<file path="src/rtl/alu_share_arb.sv">
// Round-robin sharing of one combinational ALU between NUM_REQ requesters.
// One operation in flight: accept -> EXEC (ALU evaluates) -> RESP (held until taken).
module alu_share_arb #(
    parameter int DATA_WIDTH = 32,
    parameter int NUM_REQ    = 2,
    localparam int ID_WIDTH  = (NUM_REQ > 1) ? $clog2(NUM_REQ) : 1
) (
    input  logic                            clk,
    input  logic                            rst,
    input  logic [NUM_REQ-1:0]              req_valid,
    output logic [NUM_REQ-1:0]              req_ready,
    input  logic [NUM_REQ*3-1:0]            req_func3,
    input  logic [NUM_REQ*7-1:0]            req_func7,
    input  logic [NUM_REQ*DATA_WIDTH-1:0]   req_rs1_data,
    input  logic [NUM_REQ*DATA_WIDTH-1:0]   req_rs2_data,
    output logic [2:0]                      alu_func3,
    output logic [6:0]                      alu_func7,
    output logic [DATA_WIDTH-1:0]           alu_rs1_data,
    output logic [DATA_WIDTH-1:0]           alu_rs2_data,
    input  logic [DATA_WIDTH-1:0]           alu_rd_data,
    input  logic                            alu_logic_data,
    output logic                            rsp_valid,
    input  logic                            rsp_ready,
    output logic [ID_WIDTH-1:0]             rsp_id,
    output logic [DATA_WIDTH-1:0]           rsp_rd_data,
    output logic                            rsp_logic_data
);

    typedef enum logic [1:0] {
        IDLE = 2'd0,
        EXEC = 2'd1,
        RESP = 2'd2
    } state_t;

    state_t                 state_reg;
    state_t                 state_next;

    logic [ID_WIDTH-1:0]    last_grant_reg;
    logic [ID_WIDTH-1:0]    id_reg;
    logic [2:0]             alu_func3_reg;
    logic [6:0]             alu_func7_reg;
    logic [DATA_WIDTH-1:0]  alu_rs1_reg;
    logic [DATA_WIDTH-1:0]  alu_rs2_reg;
    logic [ID_WIDTH-1:0]    rsp_id_reg;
    logic [DATA_WIDTH-1:0]  rsp_rd_data_reg;
    logic                   rsp_logic_data_reg;

    logic [2:0]             func3_arr [NUM_REQ];
    logic [6:0]             func7_arr [NUM_REQ];
    logic [DATA_WIDTH-1:0]  rs1_arr   [NUM_REQ];
    logic [DATA_WIDTH-1:0]  rs2_arr   [NUM_REQ];

    // Candidate k is the requester at distance k+1 from the last grant, wrapped.
    logic [ID_WIDTH:0]      cand_sum  [NUM_REQ];
    logic [ID_WIDTH-1:0]    cand_idx  [NUM_REQ];

    logic                   grant_found;
    logic [ID_WIDTH-1:0]    grant_idx;
    logic                   accept_window;
    logic                   accept;

    genvar gi;
    generate
        for (gi = 0; gi < NUM_REQ; gi++) begin : g_req
            assign func3_arr[gi] = req_func3[gi*3 +: 3];
            assign func7_arr[gi] = req_func7[gi*7 +: 7];
            assign rs1_arr[gi]   = req_rs1_data[gi*DATA_WIDTH +: DATA_WIDTH];
            assign rs2_arr[gi]   = req_rs2_data[gi*DATA_WIDTH +: DATA_WIDTH];

            assign cand_sum[gi] = {1'b0, last_grant_reg} + (ID_WIDTH+1)'(gi + 1);
            assign cand_idx[gi] = (cand_sum[gi] >= (ID_WIDTH+1)'(NUM_REQ))
                                ? ID_WIDTH'(cand_sum[gi] - (ID_WIDTH+1)'(NUM_REQ))
                                : ID_WIDTH'(cand_sum[gi]);

            assign req_ready[gi] = accept && (grant_idx == ID_WIDTH'(gi));
        end
    endgenerate

    // Scan from the farthest candidate down so the nearest valid one wins.
    always_comb begin
        grant_found = 1'b0;
        grant_idx   = '0;
        for (int k = NUM_REQ - 1; k >= 0; k--) begin
            if (req_valid[cand_idx[k]]) begin
                grant_found = 1'b1;
                grant_idx   = cand_idx[k];
            end
        end
    end

    assign accept_window = (state_reg == IDLE) || ((state_reg == RESP) && rsp_ready);
    // Gated by rst so req_ready reads zero for the whole reset interval.
    assign accept        = !rst && accept_window && grant_found;

    always_ff @(posedge clk or posedge rst) begin
        if (rst) begin
            state_reg <= IDLE;
        end else begin
            state_reg <= state_next;
        end
    end

    always_comb begin
        state_next = state_reg;
        case (state_reg)
            IDLE: begin
                if (accept) begin
                    state_next = EXEC;
                end
            end
            EXEC: begin
                state_next = RESP;
            end
            RESP: begin
                if (rsp_ready) begin
                    state_next = accept ? EXEC : IDLE;
                end
            end
            default: begin
                state_next = IDLE;
            end
        endcase
    end

    // ALU drive registers move only on accept so the ALU inputs stay quiet otherwise.
    always_ff @(posedge clk or posedge rst) begin
        if (rst) begin
            last_grant_reg <= ID_WIDTH'(NUM_REQ - 1);
            id_reg         <= '0;
            alu_func3_reg  <= '0;
            alu_func7_reg  <= '0;
            alu_rs1_reg    <= '0;
            alu_rs2_reg    <= '0;
        end else if (accept) begin
            last_grant_reg <= grant_idx;
            id_reg         <= grant_idx;
            alu_func3_reg  <= func3_arr[grant_idx];
            alu_func7_reg  <= func7_arr[grant_idx];
            alu_rs1_reg    <= rs1_arr[grant_idx];
            alu_rs2_reg    <= rs2_arr[grant_idx];
        end
    end

    always_ff @(posedge clk or posedge rst) begin
        if (rst) begin
            rsp_id_reg         <= '0;
            rsp_rd_data_reg    <= '0;
            rsp_logic_data_reg <= 1'b0;
        end else if (state_reg == EXEC) begin
            rsp_id_reg         <= id_reg;
            rsp_rd_data_reg    <= alu_rd_data;
            rsp_logic_data_reg <= alu_logic_data;
        end
    end

    assign alu_func3      = alu_func3_reg;
    assign alu_func7      = alu_func7_reg;
    assign alu_rs1_data   = alu_rs1_reg;
    assign alu_rs2_data   = alu_rs2_reg;
    assign rsp_valid      = (state_reg == RESP);
    assign rsp_id         = rsp_id_reg;
    assign rsp_rd_data    = rsp_rd_data_reg;
    assign rsp_logic_data = rsp_logic_data_reg;

endmodule

</file>
<file path="config.mk">
export PLATFORM = sky130hd
export DESIGN_NAME = alu_share_arb
export DESIGN_NICKNAME = d
export VERILOG_FILES = /design/src/rtl/alu_share_arb.sv
export SDC_FILE = /design/constraint.sdc
export NUM_CORES = 1
export LEC_CHECK = 0
export CORE_ASPECT_RATIO = 1.1
export CORE_UTILIZATION = 23
export CTS_CLUSTER_SIZE = 16
export DETAILED_ROUTE_END_ITERATION = 12
export PLACE_DENSITY = 0.61
export SLEW_MARGIN = 20
export SYNTH_ARGS = -nofsm -noshare
export SYNTH_HDL_FRONTEND = slang
export SYNTH_SLANG_ARGS = --single-unit
export TNS_END_PERCENT = 20
</file>
<file path="constraint.sdc">
create_clock -name clk -period 4.15 [get_ports clk]
set_input_delay 0.83 -clock clk [delete_from_list [all_inputs] [get_ports clk]]
set_output_delay 0.83 -clock clk [all_outputs]
set_load 0.03 [all_outputs]
</file>
==> results of run 1 <==
## area by class of cell
cell class,count,area [sq um]
flip-flops and latches,112,2800
multi-input cells,270,1990
well taps,290,363
clock inverters,6,53.8
inverters,5,21.3
clock buffers,9,225
repair buffers,305,3020
fillers,2152,13000
## synth_stat cells, drive strengths merged
| library cell | n | area [sq um] |
|---|---|---|
| o21ba | 1 | 10.0 |
| and2 | 1 | 6.26 |
| nand2 | 74 | 278 |
| buf | 13 | 103 |
| dfstp | 1 | 26.3 |
| dfrtp | 111 | 2780 |
| a2111oi | 1 | 27.5 |
| or3 | 1 | 11.3 |
| o31a | 1 | 8.76 |
| nor4 | 74 | 463 |
| nor2 | 1 | 3.75 |
| a21o | 1 | 7.51 |
| clkbuf | 41 | 154 |
| inv | 5 | 18.8 |
| a221o | 74 | 741 |
| nor2b | 2 | 12.5 |
| or2 | 1 | 6.26 |
| nand2b | 2 | 12.5 |
| mux2 | 34 | 383 |
| o21ai | 1 | 5.00 |
| nor3b | 1 | 7.51 |
## final timing paths
path / from / end / slack (ns) / cells after the start
setup / recovery: rst / req_ready[1] / 0.99 / 5
hold / removal: rsp_rd_data[27] / rsp_rd_data[27] / 0.50 / 1
setup reg to reg: state_reg[0] / alu_rs1_data[5] / 1.87 / 4
hold reg to reg: rsp_rd_data[27] / rsp_rd_data[27] / 0.50 / 1
max in group asynchronous: rst / last_grant_reg / 2.30 / 3
min in group asynchronous: rst / alu_rs1_data[29] / 0.98 / 2
## layer usage
layer | part of all wire (%) | up-vias | wire, um
met1 | 41 | 2378 | 7550
met4 | 2.7 | 0 | 492
met3 | 6.6 | 28 | 1210
li1 | - | 2232 | -
met2 | 49 | 202 | 9070
met5 | 0 | - | 0
## kinds of logic after synthesis
group	count (synthesis)
AO/OA/AOI/OAI	79
buffers and inverters	59
multiplexers	34
flip-flops	112
AND/OR/NAND/NOR	157
## where the power goes
part           switching (mW)  internal [mW]
clock                   0.440          0.415
combinational            1.20           1.03
sequential              0.196           1.44
total                    1.84           2.88
==> reports/qor.yml, run 1 <==
clock_network:
  cts_buffers: 9
  cts_resized: 0
  clockRootBuffer: "clkbuf_16"
  cts_tree: "done"
  cts.clk_slew.worst_paths_ns: 0.07
  cts-htree-levels: 3
  hold_buffers: 0
  post_cts_buffers: 0
  worstSkewPairLatency_ns: 0.36
  cts.sinks: 112
  clockBufferDepth: 2
critical_path:
  cp_data_required_time_ns: 3.32
  setup.worst_path.start_class: "input port"
  crit_path_cell_trace: "clkdlybuf4s50_1 -> or2_2 -> nor3b_1 -> nor2b_1 -> buf_4"
  critPathSlowestCell: "clkdlybuf4s50_1"
  cp_slowest_stage_delay_ns: 0.46
  crit_family: "simple AND/OR/NAND/NOR gates"
  crit_fanout: 4
  worst-path-buf-inv: 2
  cp.arrival_ns: 2.33
  end_kind: "output port"
  crit_type: "in -> out"
cells_and_area:
  nets: 889
  diodes: 0
  syn2layout_area_growth_pct: 67.5
  drive_above_1_share_pct: 9.90
  mostFrequentLayoutCells: "clkdlybuf4s50_1 (293), dfrtp_1 (111), nand2_1 (74), nor4_1 (74), a221o_1 (74)"
  finalNonFillerCells: 997
  fin_area_sq_um: 8480
  mostFrequentLayoutCell: "clkdlybuf4s50_1"
  utilization_pct: 39.6
power:
  ir_worst_vdd_uv: 182
  leakagePower_nw: 3.36
  power.total_mw: 4.72
  power_density_nw_per_um2: 556
logic_synthesis:
  yosys.area_share.simple_pct: 15.8
  yosys_register_bits: 112
  syn_area_per_cell_sq_um: 11.5
  synth_nets: 627
  synth_top_family_by_area: "simple AND/OR/NAND/NOR gates"
  synth-compound-area-share_pct: 15.8
  muxShareOfSynthArea_pct: 7.56
  syn-cell-area_sq_um: 5060
  synth_cells: 441
  synth_cell_types: 22
  synthAdderAreaFrac_pct: 0
  yosysWarnings: 0
  synth_seq_area_share_pct: 55.4
  synth_xor_area_share_pct: 0
timing:
  drv_slew: 0
  fmax_mhz: 317
  rsz0062_at_grt: "false"
  period_minus_slack_ns: 3.16
  holdWs_ns: 0.504
  layout_setup_ws_ns: 0.994
  period_share_pct: 76.1
  hold_viol: 0
  setup_tns_ns: 0
  worst_pin_slew_ns: 0.943
  setup_violations: 0
  relSlewSlack_pct: 37.1
  fin_skew_ns: 0.0116
detailed_routing:
  first_pass_iters: 4
  routed_via_density: 4.85
  wl_um: 18300
  routed-via-count: 4840
  drc: 0
  ant_nets: 0
  avgRoutedWirePerCell_um: 18.4
  drtIter0Drc: 256
grt:
  grt_util_met3_pct: 3.48
  grtUsageTotal_pct: 16.1
  met2_usage_pct: 27.1
  grt_most_used_layer: "met2"
  use_met1_pct: 19.8
  first_global_vias: 4726
  antenna_found_initial: 0
  grt_first_pass_wirelength_um: 27700
  grt_max_degree: 76
  grt_overflow: 0
place:
  pre_cts_slack_ns: 0.996
  placed_cells: 982
  placed_cell_area_sq_um: 8200
  port_buffers: 296
  dp_hpwl_um: 12100
  place_congestion: 0.710
floorplanning:
  initial_core_util_pct: 23.6
  rows: 56
  die_h_um: 158
  dieWidth_um: 143
  die_area_sq_um: 22600
  io-pin-count: 297
  core_sq_um: 21400
outcome:
  status: "completed"
job:
  max-cap-violations: 0
worst_hold_path:
  hp-class: "reg -> reg"
Power figures use the tool's default switching activity.
==> inputs of run 2 (changes only) <==
--- a/config.mk
+++ b/config.mk
@@ -9,7 +9,7 @@
 export CORE_UTILIZATION = 23
 export CTS_CLUSTER_SIZE = 16
 export DETAILED_ROUTE_END_ITERATION = 12
-export PLACE_DENSITY = 0.61
+export PLACE_DENSITY = 0.63
 export SLEW_MARGIN = 20
 export SYNTH_ARGS = -nofsm -noshare
 export SYNTH_HDL_FRONTEND = slang
==> constraint.sdc (replaced) <==
create_clock -name clk -period 2.55 [get_ports clk]
set_input_delay 0.51 -clock clk [delete_from_list [all_inputs] [get_ports clk]]
set_output_delay 0.51 -clock clk [all_outputs]
set_load 0.03 [all_outputs]
==> run 2 against run 1 <==
Wire length down 2.5%. Largest cell class unchanged. Highest routed layer unchanged. Core utilization up 1.0 points. Critical path type unchanged. Clock power up 63%. Combinational power up 66%. Critical endpoint is now req_ready[0]. Design area up 2.6%.
==> reports/qor.yml, run 2 (synthesized netlist as in run 1, its figures left out) <==
clock_network:
  worstSkewPairLatency_ns: 0.35
  cts_tree: "done"
  post_cts_buffers: 0
  cts.clk_slew.worst_paths_ns: 0.08
  clockRootBuffer: "clkbuf_16"
  hold_buffers: 0
  cts_buffers: 9
  cts.sinks: 112
  clockBufferDepth: 2
  cts-htree-levels: 3
critical_path:
  end_kind: "output port"
  cp.arrival_ns: 1.92
  crit_type: "in -> out"
  cp_data_required_time_ns: 2.04
  crit_fanout: 6
  setup.worst_path.start_class: "input port"
cells_and_area:
  utilization_pct: 40.6
  nets: 905
  fin_area_sq_um: 8700
  mostFrequentLayoutCells: "clkdlybuf4s50_1 (293), dfrtp_1 (111), nand2_1 (74), nor4_1 (74), a221o_1 (74)"
  drive_above_1_share_pct: 12.0
  fillers: 2118
  multi_input_area_sq_um: 2000
  mostFrequentLayoutCell: "clkdlybuf4s50_1"
  seqCellArea_sq_um: 2800
  syn2layout_area_growth_pct: 71.8
  diodes: 0
floorplanning:
  die_area_sq_um: 22600
  core_sq_um: 21400
  initial_core_util_pct: 23.6
  die_h_um: 158
  io-pin-count: 297
  rows: 56
  dieWidth_um: 143
grt:
  grt_first_pass_wirelength_um: 27100
  grtUsageTotal_pct: 15.7
  antenna_found_initial: 0
  first_global_vias: 4947
  grt_overflow: 0
  grt_max_degree: 61
detailed_routing:
  drtIter0Drc: 281
  drc: 0
  avgRoutedWirePerCell_um: 17.6
  routed-via-count: 4845
  wl_um: 17900
  ant_nets: 0
  first_pass_iters: 6
  routed_via_density: 4.78
job:
  max-cap-violations: 0
place:
  port_buffers: 296
  placed_cell_area_sq_um: 8410
  dp_hpwl_um: 12800
  place_congestion: 0.773
timing:
  worst_pin_slew_ns: 0.482
  setup_violations: 0
  drv_slew: 0
  fin_skew_ns: 0.00867
  period_minus_slack_ns: 2.43
  fmax_mhz: 411
  hold_viol: 0
  rsz0062_at_grt: "false"
  period_share_pct: 95.5
  relSlewSlack_pct: 67.9
outcome:
  status: "completed"
power:
  ir_worst_vdd_uv: 359
  leakagePower_nw: 3.48
  power_density_nw_per_um2: 889
worst_hold_path:
  hp-class: "reg -> reg"
-- run 2: where the power goes --
group | switching (mW) | internal [mW] | leakage (nW)
Sequential | 0.301 | 2.34 | 1.36
Combinational | 1.97 | 1.73 | 1.98
Clock | 0.711 | 0.682 | 0.136
Total | 2.98 | 4.75 | 3.48
-- run 2: what timing repair did --
item                                    4_1_cts  5_1_grt
pin swaps                                     1        0
resized for setup                             0        1
endpoints found under the setup margin        1        1
-- run 2: metrics by stage --
step                power, mW  hold slack [ns]  setup slack (ns)  instances  TNS (ns)
finish                   7.73            0.506             0.115       1014         0
global route             8.12            0.517            0.0249       1014         0
CTS                      7.83            0.509            0.0301       1014         0
detailed placement       6.40            0.491          -0.00241        998  -0.00241
global placement         6.36            0.485            0.0294        998         0
floorplan                4.65            0.477             0.220        441         0
-- run 2: worst max-delay path, cell delays in order --
cell and delay, ns:
clkdlybuf4s50_1 0.46, or2_2 0.39, a2111oi_4 0.32, buf_4 0.24
-- run 2: cell type report --
| class | instances | area share (%) |
|---|---|---|
| multi-input cells | 270 | 23.0 |
| clock inverters | 6 | 0.604 |
| clock buffers | 10 | 2.63 |
| well taps | 290 | 4.17 |
| inverters | 5 | 0.259 |
| repair buffers | 321 | 37.1 |
| flip-flops and latches | 112 | 32.2 |
-- run 2: routing by layer --
layer / track usage, % / part of all wire, %
met5: 0 / 0
met4: 7.19 / 3.5
met3: 3.84 / 6.3
met2: 26.5 / 49
met1: 18.8 / 41
-- run 2: worst paths after layout --
kind	startpoint	to	slack (ns)	cells after the start
setup / recovery	rst	req_ready[0]	0.12	4
hold / removal	rsp_rd_data[25]	rsp_rd_data[25]	0.51	1
hold reg to reg	rsp_rd_data[25]	rsp_rd_data[25]	0.51	1
min in group asynchronous	rst	alu_rs1_data[26]	0.64	3
setup reg to reg	state_reg[0]	alu_rs2_data[18]	0.58	4
max in group asynchronous	rst	last_grant_reg	1.60	3
==> inputs of run 3 (changes only) <==
--- a/config.mk
+++ b/config.mk
@@ -5,11 +5,13 @@
 export SDC_FILE = /design/constraint.sdc
 export NUM_CORES = 1
 export LEC_CHECK = 0
+export CELL_PAD_IN_SITES_DETAIL_PLACEMENT = 0
+export CELL_PAD_IN_SITES_GLOBAL_PLACEMENT = 1
 export CORE_ASPECT_RATIO = 1.1
-export CORE_UTILIZATION = 23
+export CORE_UTILIZATION = 25
 export CTS_CLUSTER_SIZE = 16
 export DETAILED_ROUTE_END_ITERATION = 12
-export PLACE_DENSITY = 0.63
+export PLACE_DENSITY = 0.82
 export SLEW_MARGIN = 20
 export SYNTH_ARGS = -nofsm -noshare
 export SYNTH_HDL_FRONTEND = slang
==> run 3 against run 2 <==
Via count is 0.43% lower. Die area down 7.9%. Sequential cell count did not move. Setup slack worse by 0.050 ns. Non-clock buffer count fell by 6. Core utilization rose by 2.9 points. First-iteration DRC count increased by 6.0%. Sequential power about the same. Largest cell class unchanged.
==> reports/qor.yml, run 3 (synthesized netlist as in run 1, its figures left out) <==
outcome:
  status: "completed"
timing:
  period_minus_slack_ns: 2.48
  hold_viol: 0
  drv_slew: 0
  fmax_mhz: 402
  period_share_pct: 97.5
  rsz0062_at_grt: "false"
  setup_violations: 0
  relSlewSlack_pct: 64.7
  setup_tns_ns: 0
  fin_skew_ns: 0.0120
  worst_pin_slew_ns: 0.530
power:
  power_density_nw_per_um2: 901
  power.total_mw: 7.78
  ir_worst_vdd_uv: 524
  leakagePower_nw: 3.46
grt:
  first_global_vias: 4817
  grt_max_degree: 64
  antenna_found_initial: 0
  grt_first_pass_wirelength_um: 26600
  grt_overflow: 0
  grtUsageTotal_pct: 16.7
cells_and_area:
  syn2layout_area_growth_pct: 70.6
  diodes: 0
  nets: 899
  drive_above_1_share_pct: 11.4
  mostFrequentLayoutCells: "clkdlybuf4s50_1 (293), dfrtp_1 (111), nand2_1 (74), nor4_1 (74), a221o_1 (74)"
  mostFrequentLayoutCell: "clkdlybuf4s50_1"
job:
  max-cap-violations: 0
critical_path:
  crit_type: "in -> out"
  setup.worst_path.start_class: "input port"
  end_kind: "output port"
  reg2reg_slack_ns: 0.55
  cp_data_required_time_ns: 2.04
  r2r_end: "alu_rs1_data[6]"
  crit_fanout: 6
  cp.arrival_ns: 1.97
  reg2reg_depth: 4
  r2r_start: "state_reg[0]"
floorplanning:
  rows: 54
  initial_core_util_pct: 25.5
  die_area_sq_um: 20800
  io-pin-count: 297
  dieWidth_um: 138
  core_sq_um: 19900
  die_h_um: 151
place:
  dp_hpwl_um: 12400
  place_congestion: 0.762
  port_buffers: 296
worst_hold_path:
  whs_endpoint: "rsp_rd_data[31]"
  hp-class: "reg -> reg"
  hold_path_depth: 1
  min_from: "rsp_rd_data[31]"
detailed_routing:
  ant_nets: 0
  routed-via-count: 4824
  first_pass_iters: 4
  routed_via_density: 4.97
  avgRoutedWirePerCell_um: 18.4
  drtIter0Drc: 298
  drc: 0
  wl_um: 17800
clock_network:
  cts-htree-levels: 3
  worstSkewPairLatency_ns: 0.35
  clockRootBuffer: "clkbuf_16"
  cts_buffers: 9
  cts_resized: 0
  cts.sinks: 112
  clockBufferDepth: 2
  post_cts_buffers: 0
  cts.clk_slew.worst_paths_ns: 0.07
  hold_buffers: 0
  cts_tree: "done"
## run 3: cell count changes in the layout (fill, tap and decap cells not counted)
cell      delta
clkinv_8     +2
clkinv_4     -2
buf_4        -7
buf_12       +1
clkbuf_1     -1
inv_6        +1
## run 3: stage by stage
stage	hold WS, ns	worst slack [ns]	util, %	cell area, sq um	std cells
6_report	0.505	0.0650	43.5	8640	970
5_1_grt	0.529	0.0132	43.5	8640	970
4_1_cts	0.509	0.0425	43.5	8630	970
3_5_place_dp	0.492	0.0136	41.9	8330	954
3_3_place_gp	0.485	0.0572	41.9	8330	954
2_1_floorplan	0.477	0.220	-	5070	441
## run 3: power by group
part,internal (mW),switching (mW)
clock,0.698,0.741
sequential,2.34,0.322
combinational,1.73,1.96
total,4.76,3.02
## run 3: layout make-up
cell class / count / area (sq um)
Fill cell: 1915 / 11200
Tap cell: 252 / 315
Clock inverter: 7 / 76.3
Timing Repair Buffer: 315 / 3200
Sequential cell: 112 / 2800
Multi-Input combinational cell: 270 / 2000
Inverter: 5 / 22.5
Clock buffer: 9 / 225
## run 3: critical path, cell delays in order
cell,delay [ns]
clkdlybuf4s50_1,0.46
or2_2,0.40
a2111oi_4,0.37
buf_4,0.23
## run 3: routing by layer
layer | part of all wire [%] | track usage, % | up-vias | wire [um]
li1 | - | - | 2249 | -
met1 | 41 | 20.8 | 2314 | 7250
met2 | 48 | 27.1 | 225 | 8600
met3 | 7.5 | 3.55 | 36 | 1340
met4 | 3.4 | 8.57 | 0 | 611
met5 | 0 | 0 | - | 0
## run 3: how the worst max path moves through the flow
| stage | depth (start not counted) | from | slack, ns | to |
|---|---|---|---|---|
| global route | 4 | rst | 0.01 | req_ready[0] |
| floorplan | 5 | rst | 0.22 | req_ready[1] |
| detailed placement | 5 | rst | 0.01 | alu_rs1_data[1] |
| finish | 4 | rst | 0.07 | req_ready[0] |
| CTS | 5 | rst | 0.04 | req_ready[1] |
| global placement | 5 | rst | 0.06 | alu_rs1_data[1] |
